==> config.mk <==
export PLATFORM = sky130hd
export DESIGN_NAME = pipe_reg_chain
export DESIGN_NICKNAME = d
export VERILOG_FILES = /design/src/rtl/pipe_reg_chain.sv
export SDC_FILE = /design/constraint.sdc
export NUM_CORES = 1
export LEC_CHECK = 0
export BUFFER_PORTS_ARGS = -buffer_cell sky130_fd_sc_hd__buf_2
export CAP_MARGIN = 20
export CELL_PAD_IN_SITES_DETAIL_PLACEMENT = 1
export CELL_PAD_IN_SITES_GLOBAL_PLACEMENT = 1
export CORE_UTILIZATION = 40
export DETAILED_ROUTE_END_ITERATION = 6
export PLACE_DENSITY = 0.72
export SLEW_MARGIN = 10
export SYNTH_ARGS = -nofsm -noshare
export SYNTH_HDL_FRONTEND = slang
export SYNTH_SLANG_ARGS = --single-unit
==> constraint.sdc <==
create_clock -name clk -period 1.8 [get_ports clk]
set_input_delay 0 -clock clk [delete_from_list [all_inputs] [get_ports clk]]
set_output_delay 0 -clock clk [all_outputs]
set_load 0.05 [all_outputs]
==> src/rtl/pipe_reg_chain.sv <==
// DEPTH-stage valid/ready register chain with bubble collapse and synchronous flush.
// Optional registered occupancy output on port occ when PIPE_REG_CHAIN_OCC_EN is defined.
`timescale 1ns/1ps
module pipe_reg_chain #(
  parameter int WIDTH = 8,
  parameter int DEPTH = 4
) (
  input  logic             clk,
  input  logic             rst,
  input  logic             flush,
  input  logic             in_valid,
  input  logic [WIDTH-1:0] in_data,
  output logic             in_ready,
  output logic             out_valid,
  output logic [WIDTH-1:0] out_data,
  input  logic             out_ready
`ifdef PIPE_REG_CHAIN_OCC_EN
  ,
  output logic [$clog2(DEPTH+1)-1:0] occ
`endif
);

  logic [DEPTH-1:0] r_v;
  logic [WIDTH-1:0] r_d [DEPTH];

  logic [DEPTH-1:0] w_adv;
  logic [DEPTH-1:0] w_load;
  logic [DEPTH-1:0] w_src_v;
  logic [DEPTH-1:0] w_v_nxt;
  logic [WIDTH-1:0] w_src_d [DEPTH];

  // A stage advances if the downstream accepts or any stage ahead of it is empty.
  always_comb begin : adv_chain
    logic w_acc;
    w_acc = out_ready;
    for (int i = DEPTH - 1; i >= 0; i--) begin
      w_adv[i] = w_acc;
      w_acc    = w_acc | ~r_v[i];
    end
  end

  assign w_load   = ~r_v | w_adv;
  assign in_ready = w_load[0] & ~flush;

  for (genvar gi = 0; gi < DEPTH; gi++) begin : g_src
    if (gi == 0) begin : g_head
      assign w_src_v[gi] = in_valid;
      assign w_src_d[gi] = in_data;
    end else begin : g_body
      assign w_src_v[gi] = r_v[gi-1];
      assign w_src_d[gi] = r_d[gi-1];
    end
  end

  assign w_v_nxt = flush ? '0 : ((w_load & w_src_v) | (~w_load & r_v));

  // Data only moves with a valid source, so idle cycles never disturb held data.
  always_ff @(posedge clk or negedge rst) begin
    if (!rst) begin
      r_v <= '0;
      for (int i = 0; i < DEPTH; i++) begin
        r_d[i] <= '0;
      end
    end else begin
      r_v <= w_v_nxt;
      if (!flush) begin
        for (int i = 0; i < DEPTH; i++) begin
          if (w_load[i] && w_src_v[i]) begin
            r_d[i] <= w_src_d[i];
          end
        end
      end
    end
  end

  assign out_valid = r_v[DEPTH-1];
  assign out_data  = r_d[DEPTH-1];

`ifdef PIPE_REG_CHAIN_OCC_EN
  localparam int OCC_W = $clog2(DEPTH + 1);

  logic [OCC_W-1:0] w_occ_nxt;
  logic [OCC_W-1:0] r_occ;

  always_comb begin
    w_occ_nxt = '0;
    for (int i = 0; i < DEPTH; i++) begin
      w_occ_nxt = w_occ_nxt + OCC_W'(w_v_nxt[i]);
    end
  end

  always_ff @(posedge clk or negedge rst) begin
    if (!rst) begin
      r_occ <= '0;
    end else begin
      r_occ <= w_occ_nxt;
    end
  end

  assign occ = r_occ;
`endif

endmodule
==> results.sh <==
export IMPL_cts_hold_buf=10
export IMPL_start_util_pct=43.22
export IMPL_die_width_um=62.99
export IMPL_cts_tree="built"
export IMPL_vias_per_cell=4.671
export IMPL_hold_viol=0
export IMPL_ant_nets=0
export IMPL_cts_resized=0
export IMPL_io_pins=23
export IMPL_antenna_found_initial=0
export IMPL_area_delta_synth_final_pct=19.09
export IMPL_syn_inst=97
export IMPL_slowest_stage="or3b_1"
export IMPL_fin_nets=139
export IMPL_worstSetupPathType="register to register"
export IMPL_die_y_um=62.99
export IMPL_dieArea_mm2=0.003967
export IMPL_first_iter_violations=9
export IMPL_setup_violations_final=0
export IMPL_syn_nets=110
export IMPL_firstDrtPassIters=4
export IMPL_relSlewSlack_pct=48.09
export IMPL_outcome="finished, final reports clean"
export IMPL_maxSlewViolCount=0
export IMPL_wl_per_cell_um=13.39
export IMPL_htreeDepth=2
export IMPL_clockBufferDepth=2
export IMPL_post_cts_buffers=0
export IMPL_worst_setup_path_end_kind="register"
export IMPL_worstMarginPinSlew_ns=0.7787
export IMPL_grt_pass1_vias=871
export IMPL_clk_pin_slew_ns=0.07
export IMPL_cp_start_kind="register"
export IMPL_fmax_mhz=588.3
export IMPL_worstHoldStart="flush"
export IMPL_synth_warnings=0
export IMPL_synth_top_flop_cell="dfrtp_1"
export IMPL_track_usage_pct=14.04
export IMPL_synth_area_mm2=0.001488
export IMPL_clock_latency_ns=0.28
export IMPL_yosysTopAreaCellShare_pct=60.56
export IMPL_cp_data_arrival_time_ns=1.86
export IMPL_synthTopCellsByCount="36 x dfrtp_1, 24 x mux2_2, 8 x buf_4, 8 x mux2_4, 6 x nor2_1"
export IMPL_grt_start_max_net_pins=37
export IMPL_finalClockSkew_ns=0.006707
export IMPL_fin_crit_sh_pct=94.43
export IMPL_synthTopCellsByArea="dfrtp_1 61%, mux2_2 18%, mux2_4 8.1%"
export IMPL_yosys_cell_count_top_type="dfrtp_1"
export IMPL_required_ns=1.96
export IMPL_setup_slack_ns=0.1002
export IMPL_r2r_start="r_v[2]$_DFF_PN0_"
export IMPL_max_stage_delay_ns=0.56
export IMPL_hp_class="input pin to register"
export IMPL_p_leak_nw=0.8564
export IMPL_placementRows=21
export IMPL_worstPathMaxFanout=8
export IMPL_finalSetupTns_ns=0
export IMPL_synth_edff_count=0
export IMPL_cts_inserted_buffers=5
export IMPL_p_per_area_mw_per_mm2=1326
export IMPL_wl_mm=2.316
export IMPL_maxCapViolCount=0
export IMPL_grt_overflow_total=0
export IMPL_drc=0
export IMPL_place_ws_ns=0.09726
export IMPL_async_flop_share_pct=100.0
export IMPL_netlist_cell_type_count=16
export IMPL_syn_area_per_cell_um2=15.34
export IMPL_drive_above_1_share_pct=53.54
export IMPL_yosys_area_top_type="dfrtp_1"
export IMPL_peakVddDrop_mv=0.6344
export IMPL_rsz0062_at_grt="false"
export IMPL_crit_chain="and4b_1 -> or3b_1 -> mux2_4"
export IMPL_cts_sinks=36
export IMPL_via_count=808
export IMPL_ys_seq_area_share_pct=60.56
export IMPL_core_area_mm2=0.003442
export IMPL_grt_pass1_wl_mm=4.209
export IMPL_min_period_ns=1.700
export IMPL_power_mw=2.349
export IMPL_gp_congestion=0.6703
export IMPL_ys_seq_elements=36
export IMPL_place_hpwl_mm=1.665
export IMPL_port_buffers=22
export IMPL_diodes=0
export IMPL_n_fill_cell=354
export IMPL_startpoint="r_v[2]$_DFF_PN0_"
export IMPL_root_buffer="clkbuf_8"
export IMPL_holdWs_ns=0.005231
==> metrics by stage <==
step	instances	util [%]	area, um^2
after floorplan	97	-	1489
after global placement	155	45.87	1579
after CTS	173	51.47	1772
final	173	51.47	1772
after global routing	173	51.47	1772
after detailed placement	155	45.87	1579
==> final timing paths <==
kind | cells past startpoint | end | slack, ns
setup / recovery | 3 | r_d[17]$_DFFE_PN0P_ | 0.10
hold / removal | 2 | r_v[1]$_DFF_PN0_ | 0.005
setup reg to reg | 3 | r_d[17]$_DFFE_PN0P_ | 0.10
hold reg to reg | 1 | r_d[12]$_DFFE_PN0P_ | 0.50
max in group asynchronous | 2 | r_v[3]$_DFF_PN0_ | 0.93
min in group asynchronous | 2 | r_v[1]$_DFF_PN0_ | 0.33
==> sequential cells by signal (all words and copies together) (netlist names) <==
register  count
r_v           4
out_data      8
r_d          24
==> area by class of cell <==
type                    instances  area [um^2]  share of cell area (%)
flip-flops and latches         36        902.1                   50.92
multi-input cells              48        490.5                   27.68
repair buffers                 34        225.2                   12.71
clock buffers                   6        82.58                   4.661
well taps                      46        57.56                   3.249
clock inverters                 2        10.01                  0.5650
inverters                       1        3.754                  0.2119
==> kinds of logic after synthesis <==
logic type | count (synthesis) | synth area share, %
AO/OA/AOI/OAI | 5 | 2.271
buffers and inverters | 13 | 6.476
multiplexers | 32 | 26.24
flip-flops | 36 | 60.55
AND/OR/NAND/NOR | 11 | 4.458
==> routing by layer <==
layer  wire length (um)  GRT usage (%)  vias to the layer above
met3                 86          3.832                        6
met4                 40          6.977                        0
met5                  0              0                        -
met2               1144          22.45                       18
met1               1045          17.34                      398
li1                   -              -                      386
==> critical path: cells and delay by family (launching register included) <==
| family | cells | cell delay [ns] |
|---|---|---|
| DFF | 1 | 0.41 |
| muxes | 1 | 0.37 |
| and+or+nand+nor | 2 | 0.79 |
==> where the power goes <==
group / switching (mW) / internal (mW) / total [mW] / leakage (nW)
Clock: 0.265 / 0.305 / 0.570 / 0.0510
Sequential: 0.118 / 1.03 / 1.15 / 0.443
Combinational: 0.362 / 0.268 / 0.630 / 0.362
Total: 0.746 / 1.60 / 2.35 / 0.856
==> placed cells by master, fill, tap and decap left out <==
cell,netlist,final
a211o_2,1,1
a21oi_1,3,3
a21oi_2,1,1
and4b_1,1,1
buf_2,2,22
buf_4,8,2
clkbuf_8,0,6
clkinv_2,0,2
dfrtp_1,36,35
dfrtp_2,0,1
dlygate4sd3_1,0,10
inv_1,1,1
mux2_2,24,24
mux2_4,8,8
nand2b_1,1,1
nor2_1,6,6
nor2b_1,1,1
nor3b_2,1,1
or3b_1,1,1
No activity file was read; power rests on OpenSTA's default activity.
